**src/rtl/execute.sv**
```systemverilog
// -----------------------------------------------------------------------------
// execute : EX stage of a 5-stage RV32I pipeline.
//
// Takes the ID/EX register outputs from decode, selects operands (optionally
// through a forwarding network), runs the ALU, resolves branches and jumps,
// drives the combinational redirect to fetch, and registers the results into
// the EX/MEM pipeline register. One cycle per instruction, never stalls.
//
// Build option:
//   EXEC_FWD_EN  defined   -> M/W operand forwarding network is built.
//                undefined -> operands come straight from rd1E/rd2E; the
//                             hazard unit must stall every RAW hazard and the
//                             WB inputs (regwriteW/rdW/resultW) are unused.
//
// Ports:
//   clk, rst_n                     clock, async active-low reset
//   i_regwriteE .. i_bselE         ID/EX control bits
//   i_wbselE   [1:0]               00 mem, 01 alu, 10 pc+4
//   i_ALUselE  [2:0]               000 add, 001 sub, 010 and, 011 or, 100 xor
//   i_funct3E  [2:0]               branch condition / mem width
//   i_rdE, i_rs1E, i_rs2E [4:0]    register indices
//   i_rd1E, i_rd2E, i_imm_exE, i_pcE, i_pc4E [XLEN-1:0]
//   i_regwriteW, i_rdW, i_resultW  WB-stage forward source
//   o_pcselE, o_pctargetE          combinational fetch redirect
//   o_regwriteM .. o_pc4M          EX/MEM register outputs
// -----------------------------------------------------------------------------
module execute #(
    parameter int              XLEN      = 32,
    parameter logic [XLEN-1:0] RESET_PC4 = {XLEN{1'b0}}
) (
    input  logic            clk,
    input  logic            rst_n,
    input  logic            i_regwriteE,
    input  logic            i_memrwE,
    input  logic            i_brunE,
    input  logic            i_branchE,
    input  logic            i_jumpE,
    input  logic            i_bselE,
    input  logic [1:0]      i_wbselE,
    input  logic [2:0]      i_ALUselE,
    input  logic [2:0]      i_funct3E,
    input  logic [4:0]      i_rdE,
    input  logic [4:0]      i_rs1E,
    input  logic [4:0]      i_rs2E,
    input  logic [XLEN-1:0] i_rd1E,
    input  logic [XLEN-1:0] i_rd2E,
    input  logic [XLEN-1:0] i_imm_exE,
    input  logic [XLEN-1:0] i_pcE,
    input  logic [XLEN-1:0] i_pc4E,
    input  logic            i_regwriteW,
    input  logic [4:0]      i_rdW,
    input  logic [XLEN-1:0] i_resultW,
    output logic            o_pcselE,
    output logic [XLEN-1:0] o_pctargetE,
    output logic            o_regwriteM,
    output logic            o_memrwM,
    output logic [1:0]      o_wbselM,
    output logic [2:0]      o_funct3M,
    output logic [4:0]      o_rdM,
    output logic [XLEN-1:0] o_aluresultM,
    output logic [XLEN-1:0] o_writedataM,
    output logic [XLEN-1:0] o_pc4M
);

    // EX/MEM pipeline registers
    logic            r_regwriteM;
    logic            r_memrwM;
    logic [1:0]      r_wbselM;
    logic [2:0]      r_funct3M;
    logic [4:0]      r_rdM;
    logic [XLEN-1:0] r_aluresultM;
    logic [XLEN-1:0] r_writedataM;
    logic [XLEN-1:0] r_pc4M;

    logic [XLEN-1:0] w_fwdA;
    logic [XLEN-1:0] w_fwdB;
    logic [XLEN-1:0] w_srcB;
    logic [XLEN-1:0] w_alu;
    logic            w_cond;
    logic            w_pcsel;
    logic [XLEN-1:0] w_target;

    // Branch condition: eq/ne/lt/ge, signedness chosen by brun; other codes never taken.
    function automatic logic branch_cond(input logic [2:0]      f3,
                                         input logic            unsgn,
                                         input logic [XLEN-1:0] a,
                                         input logic [XLEN-1:0] b);
        logic lt;
        lt = unsgn ? (a < b) : ($signed(a) < $signed(b));
        case (f3)
            3'b000:  return (a == b);
            3'b001:  return (a != b);
            3'b100:  return lt;
            3'b101:  return !lt;
            default: return 1'b0;
        endcase
    endfunction

`ifdef EXEC_FWD_EN
    logic            w_m_hitA;
    logic            w_m_hitB;
    logic            w_w_hitA;
    logic            w_w_hitB;
    logic            w_m_fwd_ok;
    logic [XLEN-1:0] w_m_val;

    // A load in M has no data yet (wbsel 00), so it is never a forward source.
    assign w_m_fwd_ok = r_regwriteM && (r_rdM != 5'd0) && (r_wbselM != 2'b00);
    assign w_m_val    = (r_wbselM == 2'b10) ? r_pc4M : r_aluresultM;
    assign w_m_hitA   = w_m_fwd_ok && (r_rdM == i_rs1E);
    assign w_m_hitB   = w_m_fwd_ok && (r_rdM == i_rs2E);
    assign w_w_hitA   = i_regwriteW && (i_rdW != 5'd0) && (i_rdW == i_rs1E);
    assign w_w_hitB   = i_regwriteW && (i_rdW != 5'd0) && (i_rdW == i_rs2E);

    // Operand forwarding; the younger M result takes priority over W.
    always_comb begin
        w_fwdA = i_rd1E;
        w_fwdB = i_rd2E;
        if (w_m_hitA) begin
            w_fwdA = w_m_val;
        end else if (w_w_hitA) begin
            w_fwdA = i_resultW;
        end else begin
            w_fwdA = i_rd1E;
        end
        if (w_m_hitB) begin
            w_fwdB = w_m_val;
        end else if (w_w_hitB) begin
            w_fwdB = i_resultW;
        end else begin
            w_fwdB = i_rd2E;
        end
    end
`else
    logic w_unused_fwd;

    // Without forwarding the register-file values are used directly.
    assign w_fwdA       = i_rd1E;
    assign w_fwdB       = i_rd2E;
    assign w_unused_fwd = ^{i_regwriteW, i_rdW, i_resultW, i_rs1E, i_rs2E};
`endif

    assign w_srcB = i_bselE ? i_imm_exE : w_fwdB;

    // ALU; unassigned select codes fall back to add.
    always_comb begin
        w_alu = w_fwdA + w_srcB;
        case (i_ALUselE)
            3'b000:  w_alu = w_fwdA + w_srcB;
            3'b001:  w_alu = w_fwdA - w_srcB;
            3'b010:  w_alu = w_fwdA & w_srcB;
            3'b011:  w_alu = w_fwdA | w_srcB;
            3'b100:  w_alu = w_fwdA ^ w_srcB;
            default: w_alu = w_fwdA + w_srcB;
        endcase
    end

    assign w_cond  = branch_cond(i_funct3E, i_brunE, w_fwdA, w_fwdB);
    assign w_pcsel = i_jumpE | (i_branchE & w_cond);

    // Redirect target: jalr uses rs1+imm with bit 0 cleared, jal/branches use pc+imm.
    always_comb begin
        w_target = {XLEN{1'b0}};
        if (!w_pcsel) begin
            w_target = {XLEN{1'b0}};
        end else if (i_jumpE && i_bselE) begin
            w_target = (w_fwdA + i_imm_exE) & ~{{(XLEN-1){1'b0}}, 1'b1};
        end else begin
            w_target = i_pcE + i_imm_exE;
        end
    end

    assign o_pcselE    = w_pcsel;
    assign o_pctargetE = w_target;

    // EX/MEM register: loads every cycle, store data always follows the rs2 path.
    always_ff @(posedge clk or negedge rst_n) begin
        if (!rst_n) begin
            r_regwriteM  <= 1'b0;
            r_memrwM     <= 1'b0;
            r_wbselM     <= 2'b00;
            r_funct3M    <= 3'b000;
            r_rdM        <= 5'd0;
            r_aluresultM <= {XLEN{1'b0}};
            r_writedataM <= {XLEN{1'b0}};
            r_pc4M       <= RESET_PC4;
        end else begin
            r_regwriteM  <= i_regwriteE;
            r_memrwM     <= i_memrwE;
            r_wbselM     <= i_wbselE;
            r_funct3M    <= i_funct3E;
            r_rdM        <= i_rdE;
            r_aluresultM <= w_alu;
            r_writedataM <= w_fwdB;
            r_pc4M       <= i_pc4E;
        end
    end

    assign o_regwriteM  = r_regwriteM;
    assign o_memrwM     = r_memrwM;
    assign o_wbselM     = r_wbselM;
    assign o_funct3M    = r_funct3M;
    assign o_rdM        = r_rdM;
    assign o_aluresultM = r_aluresultM;
    assign o_writedataM = r_writedataM;
    assign o_pc4M       = r_pc4M;

endmodule

```
**config.mk**
```make
export PLATFORM = sky130hd
export DESIGN_NAME = execute
export DESIGN_NICKNAME = d
export VERILOG_FILES = /design/src/rtl/execute.sv
export SDC_FILE = /design/constraint.sdc
export NUM_CORES = 1
export LEC_CHECK = 0
export CORE_MARGIN = 2
export CORE_UTILIZATION = 33
export DETAILED_ROUTE_END_ITERATION = 6
export SYNTH_ARGS = -nofsm -noshare
export SYNTH_HDL_FRONTEND = slang
export SYNTH_SLANG_ARGS = --single-unit
```
**constraint.sdc**
```tcl
create_clock -name clk -period 4.6 [get_ports clk]
set_clock_uncertainty 0.15 [all_clocks]
set_input_delay 0.69 -clock clk [delete_from_list [all_inputs] [get_ports clk]]
set_output_delay 0.69 -clock clk [all_outputs]
set_load 0.01 [all_outputs]
```
==> results.tsv, run 1 <==
stage	metric	value	unit
drt	postRouteAntennaNets	0	
setup_path	worstSetupPathType	in -> out	
power	power_density	222	nW/µm²
global_routing	first_global_vias	12400	
global_routing	antenna_found_initial	11	
power	intPower	2.69	mW
power	seq_power_share	0.258	
drt	drc_errors	0	
power	power_frac_comb	0.568	
logic_synthesis	synth_common_cells	ha_1 (189), a21oi_1 (143), nor2_1 (125)	
power	ir_drop	0.180	mV
finish	multiInputGateArea	8990	µm²
timing	max_freq	0.219	GHz
logic_synthesis	seq_area_frac_synth	0.234	
setup_path	path_max_fanout	6	
finish	layoutNonFillerInstCount	2495	
finish	area_growth	65.0	%
clock_tree	cts.sinks	108	
timing	maxSlewHeadroom	0.434	
placement	dpl.hpwl	35200	µm
global_routing	grt_max_degree	65	
clock_tree	tritoncts	built	
setup_path	worstPathRequired	3760	ps
floorplan	start_util	0.335	
floorplan	die_w	191	µm
setup_path	crit_family	buffers and inverters	
setup_path	critPathBufInv	6	
status	status	complete, no violations	
global_routing	grt_usage	0.232	
power	p_sw	1.53	mW
logic_synthesis	syn_nets	1797	
placement	place_inst	2440	
timing	slew_violations	0	
placement	gp_congestion	0.896	
logic_synthesis	ys_seq_elements	108	
logic_synthesis	post-synth-top-count-cell	ha_1	
floorplan	rows	68	
finish	n_fill_cell	3208	
clock_tree	cts_buffers	9	
finish	final_layout_size_suffix_gt1_frac	0.287	
global_routing	grt_pass1_wl	65900	µm
clock_tree	htree_levels	3	
drt	vias	12500	
timing	rsz0062_at_grt	true	
floorplan	io_pins	370	
timing	setup_violations	0	
clock_tree	clock_path_buffers	2	
logic_synthesis	netlist.area_leader.share	0.234	
logic_synthesis	synth_cell_types	82	
setup_path	crit_path_end_kind	output port	
drt	wl_per_cell	17.5	µm
setup_path	crit_chain	clkdlybuf4s50_1, ha_1, nand3_2, buf_4, nor2_1, a211oi_2, a21oi_2, o31a_1, o21ai_2, nand4_1, o311a_4, buf_12, buf_12, buf_4, nor3_4, buf_2	
setup_path	slowest_stage	clkdlybuf4s50_1	
logic_synthesis	synth_top_area_cell	dfrtp_1	
logic_synthesis	synth_edf_count	0	
power	p_clk_frac	0.174	
drt	via_per_inst	4.99	
logic_synthesis	synth_area	11500	µm²
logic_synthesis	yosys-top-cells-area	dfrtp_1 (23%), ha_1 (20%), a21oi_1 (6.2%)	
clock_tree	clk_pin_slew	80	ps
logic_synthesis	synth_ff_type	dfrtp_1	
timing	period_needed	4560	ps
placement	port_buffers	321	
setup_path	cp_slowest_stage_delay	500	ps
power	leakagePower	9.40	nW
clock_tree	ctsRootBufferMaster	clkbuf_16	
timing	hold_viol	0	
power	switching_share	0.363	
timing	fin_crit_sh	0.991	
power	finalPower	4.23	mW
finish	final_util	0.553	
floorplan	die_height	191	µm
global_routing	grt_remaining_overflow	0	
logic_synthesis	synth_async_sr_flop_share	1.00	
logic_synthesis	yosysWarnings	0	
floorplan	fp.dieArea	36500	µm²
finish	nNetsFinal	2450	
drt	drtIter0Drc	613	
finish	seq_area	2700	µm²
min_path	hp-class	in -> async	
setup_path	worstPathArrival	3720	ps
clock_tree	hold_buffers	0	
logic_synthesis	syn_inst	1376	
setup_path	start_kind	input port	
timing	max_slew.worst_pin.slew	849	ps
flow_run	max_cap_viol_count	0	
drt	first_pass_iters	4	
drt	routed_wl	43700	µm
floorplan	coreArea	34500	µm²
logic_synthesis	avgSynthCellArea	8.39	µm²
## power groups by stage
| stage | clock network, mW | registers [mW] | logic, mW |
|---|---|---|---|
| after global routing | 0.798 | 1.10 | 2.62 |
| after global placement | 0 | 1.11 | 2.24 |
| after floorplan | 0 | 1.17 | 1.06 |
| final | 0.734 | 1.09 | 2.40 |
| after detailed placement | 0 | 1.11 | 2.26 |
| after CTS | 0.767 | 1.09 | 2.31 |
## path summary, 6_finish.rpt
| check | startpoint | endpoint | slack (ps) | cells past startpoint |
|---|---|---|---|---|
| max | i_rd1E[25] | o_pctargetE[23] | 40 | 16 |
| min | rst_n | o_pc4M[29] | 80 | 1 |
| min in group clk | i_rd2E[5] | o_writedataM[5] | 330 | 1 |
| max in group asynchronous | rst_n | o_pc4M[1] | 3300 | 2 |
## cells in the final DEF (no fill, tap or decap), types with 18 or more instances in the layout
cell             instances
buf_4                  352
clkdlybuf4s50_1        215
ha_1                   165
nor2_1                 119
a21oi_1                117
inv_1                  109
dfrtp_1                108
nand2_1                 77
xnor2_1                 66
dlymetal6s2s_1          53
a21o_1                  44
o21ai_0                 42
xor2_1                  33
a21oi_2                 26
mux2i_1                 22
o21a_1                  22
a211oi_1                21
ha_4                    21
nand3_1                 19
o22ai_1                 18
buf_2                   18
## logic make-up (layout without fill, tap and decap cells)
family	count (synthesis)	count (layout)	share of synthesized area
adder cells (fa/ha/maj)	192	192	0.210
buffers and inverters	163	820	0.0565
multiplexers	30	30	0.0311
AO/OA/AOI/OAI	430	430	0.241
AND/OR/NAND/NOR	352	352	0.150
XOR/XNOR	101	101	0.0773
other	0	7	0
flip-flops	108	108	0.234
## timing repair
action,in CTS,in global routing
setup buffers,10,23
resized for setup,179,153
pin swaps,35,74
endpoints found under the setup margin,42,47
gates cloned,1,0
## layer usage
| layer | track usage | wire, µm |
|---|---|---|
| met4 | 0.0742 | 1020 |
| met5 | 0 | 41 |
| met2 | 0.378 | 20100 |
| met3 | 0.0318 | 2110 |
| met1 | 0.315 | 20500 |
## state kept, by name (all words and copies together), names as in the netlist
signal / count
o_aluresultM: 32
o_funct3M: 3
o_memrwM: 1
o_pc4M: 32
o_rdM: 5
o_regwriteM: 1
o_wbselM: 2
o_writedataM: 32
## layout make-up
| cell class | instances | share of cell area |
|---|---|---|
| Clock inverter | 3 | 0.00118 |
| Tap cell | 455 | 0.0299 |
| Clock buffer | 12 | 0.0124 |
| Multi-Input combinational cell | 1105 | 0.472 |
| Antenna cell | 7 | 0.000920 |
| Timing Repair Buffer | 684 | 0.318 |
| Inverter | 121 | 0.0238 |
| Sequential cell | 108 | 0.142 |
## through the flow
step                      area [µm²]  hold slack, ps  setup TNS, ps  setup slack (ps)
after global placement         17800             478         -22540              -728
after floorplan                11700             244           -478              -129
final                          19000            84.0              0              40.6
after CTS                      18300            89.1           -216             -99.2
after detailed placement       17800             488         -26710              -748
after global routing           19000             111           -166             -52.9
No activity file was read; power rests on OpenSTA's default activity.
==> run 2: changes to the inputs <==
CAP_MARGIN = 20   (was default)
CORE_ASPECT_RATIO = 0.6   (was default)
==> results.tsv, run 2 (synthesized netlist as in run 1, its figures left out) <==
stage	metric	value	unit	change
timing	slew_violations	0		unchanged
clock_tree	clk_pin_slew	70	ps	about the same
setup_path	start_kind	input port		
setup_path	worstPathRequired	3760	ps	about the same
global_routing	grt_use_met2	0.403		+0.0248
placement	port_buffers	321		unchanged
setup_path	crit_start	i_rd2E[11]		
global_routing	grt_busiest_layer	met2		
setup_path	crit_path_end_kind	output port		
finish	final_common_cell	buf_4		
drt	routed_wl	45100	µm	+3.2%
power	ir_drop	0.191	mV	+5.8%
clock_tree	htree_levels	3		unchanged
clock_tree	clock_path_buffers	2		unchanged
global_routing	first_global_vias	12900		+4.7%
placement	place_inst	2451		+0.45%
finish	layout_common_cells	buf_4 (340), clkdlybuf4s50_1 (226), ha_1 (170)		
floorplan	die_w	245	µm	+28%
clock_tree	cts_buffers	9		unchanged
floorplan	fp.dieArea	36500	µm²	+0.13%
finish	nNetsFinal	2439		-0.45%
finish	area_growth	63.4	%	
clock_tree	tritoncts	built		
global_routing	grtUsageMet1	0.321		+0.00524
timing	max_freq	0.217	GHz	-0.86%
global_routing	gr-usage-met3	0.0509		+0.0191
drt	first_pass_iters	5		+1
floorplan	io_pins	370		unchanged
finish	layoutNonFillerInstCount	2486		-0.36%
floorplan	die_height	149	µm	-22%
clock_tree	hold_buffers	0		unchanged
power	power_density	228	nW/µm²	+2.9%
global_routing	grt_pass1_wl	68800	µm	+4.4%
setup_path	slowest_stage	a2111oi_4		
global_routing	grt_max_degree	65		unchanged
drt	drtIter0Drc	695		+13%
timing	hold_viol	0		unchanged
placement	post-place-ws	-827	ps	-79.3 ps
global_routing	grt_usage	0.240		+0.00848
flow_run	max_cap_viol_count	0		unchanged
clock_tree	cts.sinks	108		unchanged
setup_path	crit_chain	clkdlybuf4s50_1, inv_1, ha_1, nand2_1, o21a_1, a2111oi_4, o31a_1, o21ai_2, o311a_4, buf_12, buf_16, a311oi_2, buf_2		
timing	max_slew.worst_pin.slew	856	ps	+7.45 ps
timing	period_needed	4600	ps	+39.8 ps
clock_tree	ctsRootBufferMaster	clkbuf_16		
timing	layout_setup_ws	0.780	ps	-39.8 ps
global_routing	grt_remaining_overflow	0		unchanged
drt	vias	12700		+1.8%
power	leakagePower	9.05	nW	-3.7%
placement	gp_congestion	0.984		+9.8%
setup_path	path_max_fanout	16		+10
setup_path	cp_slowest_stage_delay	490	ps	about the same
finish	final_layout_size_suffix_gt1_frac	0.282		-0.00487
drt	postRouteAntennaNets	0		unchanged
drt	via_per_inst	5.10		+2.2%
floorplan	rows	52		-24%
placement	dpl.hpwl	36100	µm	+2.6%
status	status	complete, no violations		
drt	drc_errors	0		unchanged
floorplan	start_util	0.339		+0.00359
global_routing	antenna_found_initial	6		-5
setup_path	worstPathArrival	3760	ps	+40 ps
timing	setup_violations	0		unchanged
timing	maxSlewHeadroom	0.429		-0.00497
setup_path	worstSetupPathType	in -> out		
finish	final_util	0.553		about the same
floorplan	coreArea	34100	µm²	-1.1%
min_path	hp-class	in -> async		
timing	rsz0062_at_grt	true		
drt	wl_per_cell	18.1	µm	+3.5%
timing	fin_crit_sh	1.00		+0.00865
## run 2: cell count changes in the layout (fill, tap and decap cells not counted), moves of 4 or more
cell and delta:
dlymetal6s2s_1 -40, dlygate4sd2_1 +25, buf_4 -12, clkdlybuf4s50_1 +11, ha_1 +5, ha_4 -5
clkinv_4 +4
## run 2: path summary, 6_finish.rpt
| check | to | cells past startpoint |
|---|---|---|
| max in group asynchronous | o_pc4M[31] | 2 |
| min | o_pc4M[21] | 1 |
| min in group clk | o_writedataM[8] | 1 |
| max | o_pctargetE[25] | 13 |
## run 2: per-stage QoR
stage / setup TNS [ps] / total power [mW] / cell area, µm² / hold slack (ps)
after floorplan: -478 / 2.23 / 11700 / 244
after global placement: -28820 / 3.38 / 17800 / 673
after detailed placement: -30300 / 3.41 / 17800 / 678
after CTS: -17.1 / 4.30 / 18600 / 256
after global routing: -852 / 4.59 / 18800 / 297
final: 0 / 4.31 / 18900 / 245
## run 2: area by class of cell
| cell class | count | area (µm²) |
|---|---|---|
| Fill cell | 3190 | 15200 |
| Multi-Input combinational cell | 1105 | 9000 |
| Timing Repair Buffer | 673 | 5830 |
| Sequential cell | 108 | 2700 |
| Tap cell | 459 | 574 |
| Inverter | 121 | 454 |
| Clock buffer | 9 | 225 |
| Clock inverter | 6 | 57.6 |
| Antenna cell | 5 | 12.5 |
## run 2: power by group
group	switching (mW)	internal [mW]	total [mW]
Clock	0.419	0.377	0.796
Combinational	1.17	1.25	2.42
Sequential	0.0354	1.06	1.09
## run 2: metal layers
metal	routed length (µm)	vias to the layer above
met1	20500	6034
met5	13	-
met3	2840	40
li1	-	6240
met4	626	2
met2	21200	367
## run 2: what timing repair did
item                       4_1_cts  5_1_grt
setup endpoints to repair       46       49
cloned                           2        0
buffers inserted                12        5
pin swaps                       49       58
resized for setup              232       98
## run 2: critical path: cells and delay by family
kind / cells / cell delay (ps)
compound gates: 6 / 1560
fa+ha+maj: 1 / 350
buf+inv: 5 / 1040
simple gates: 1 / 100
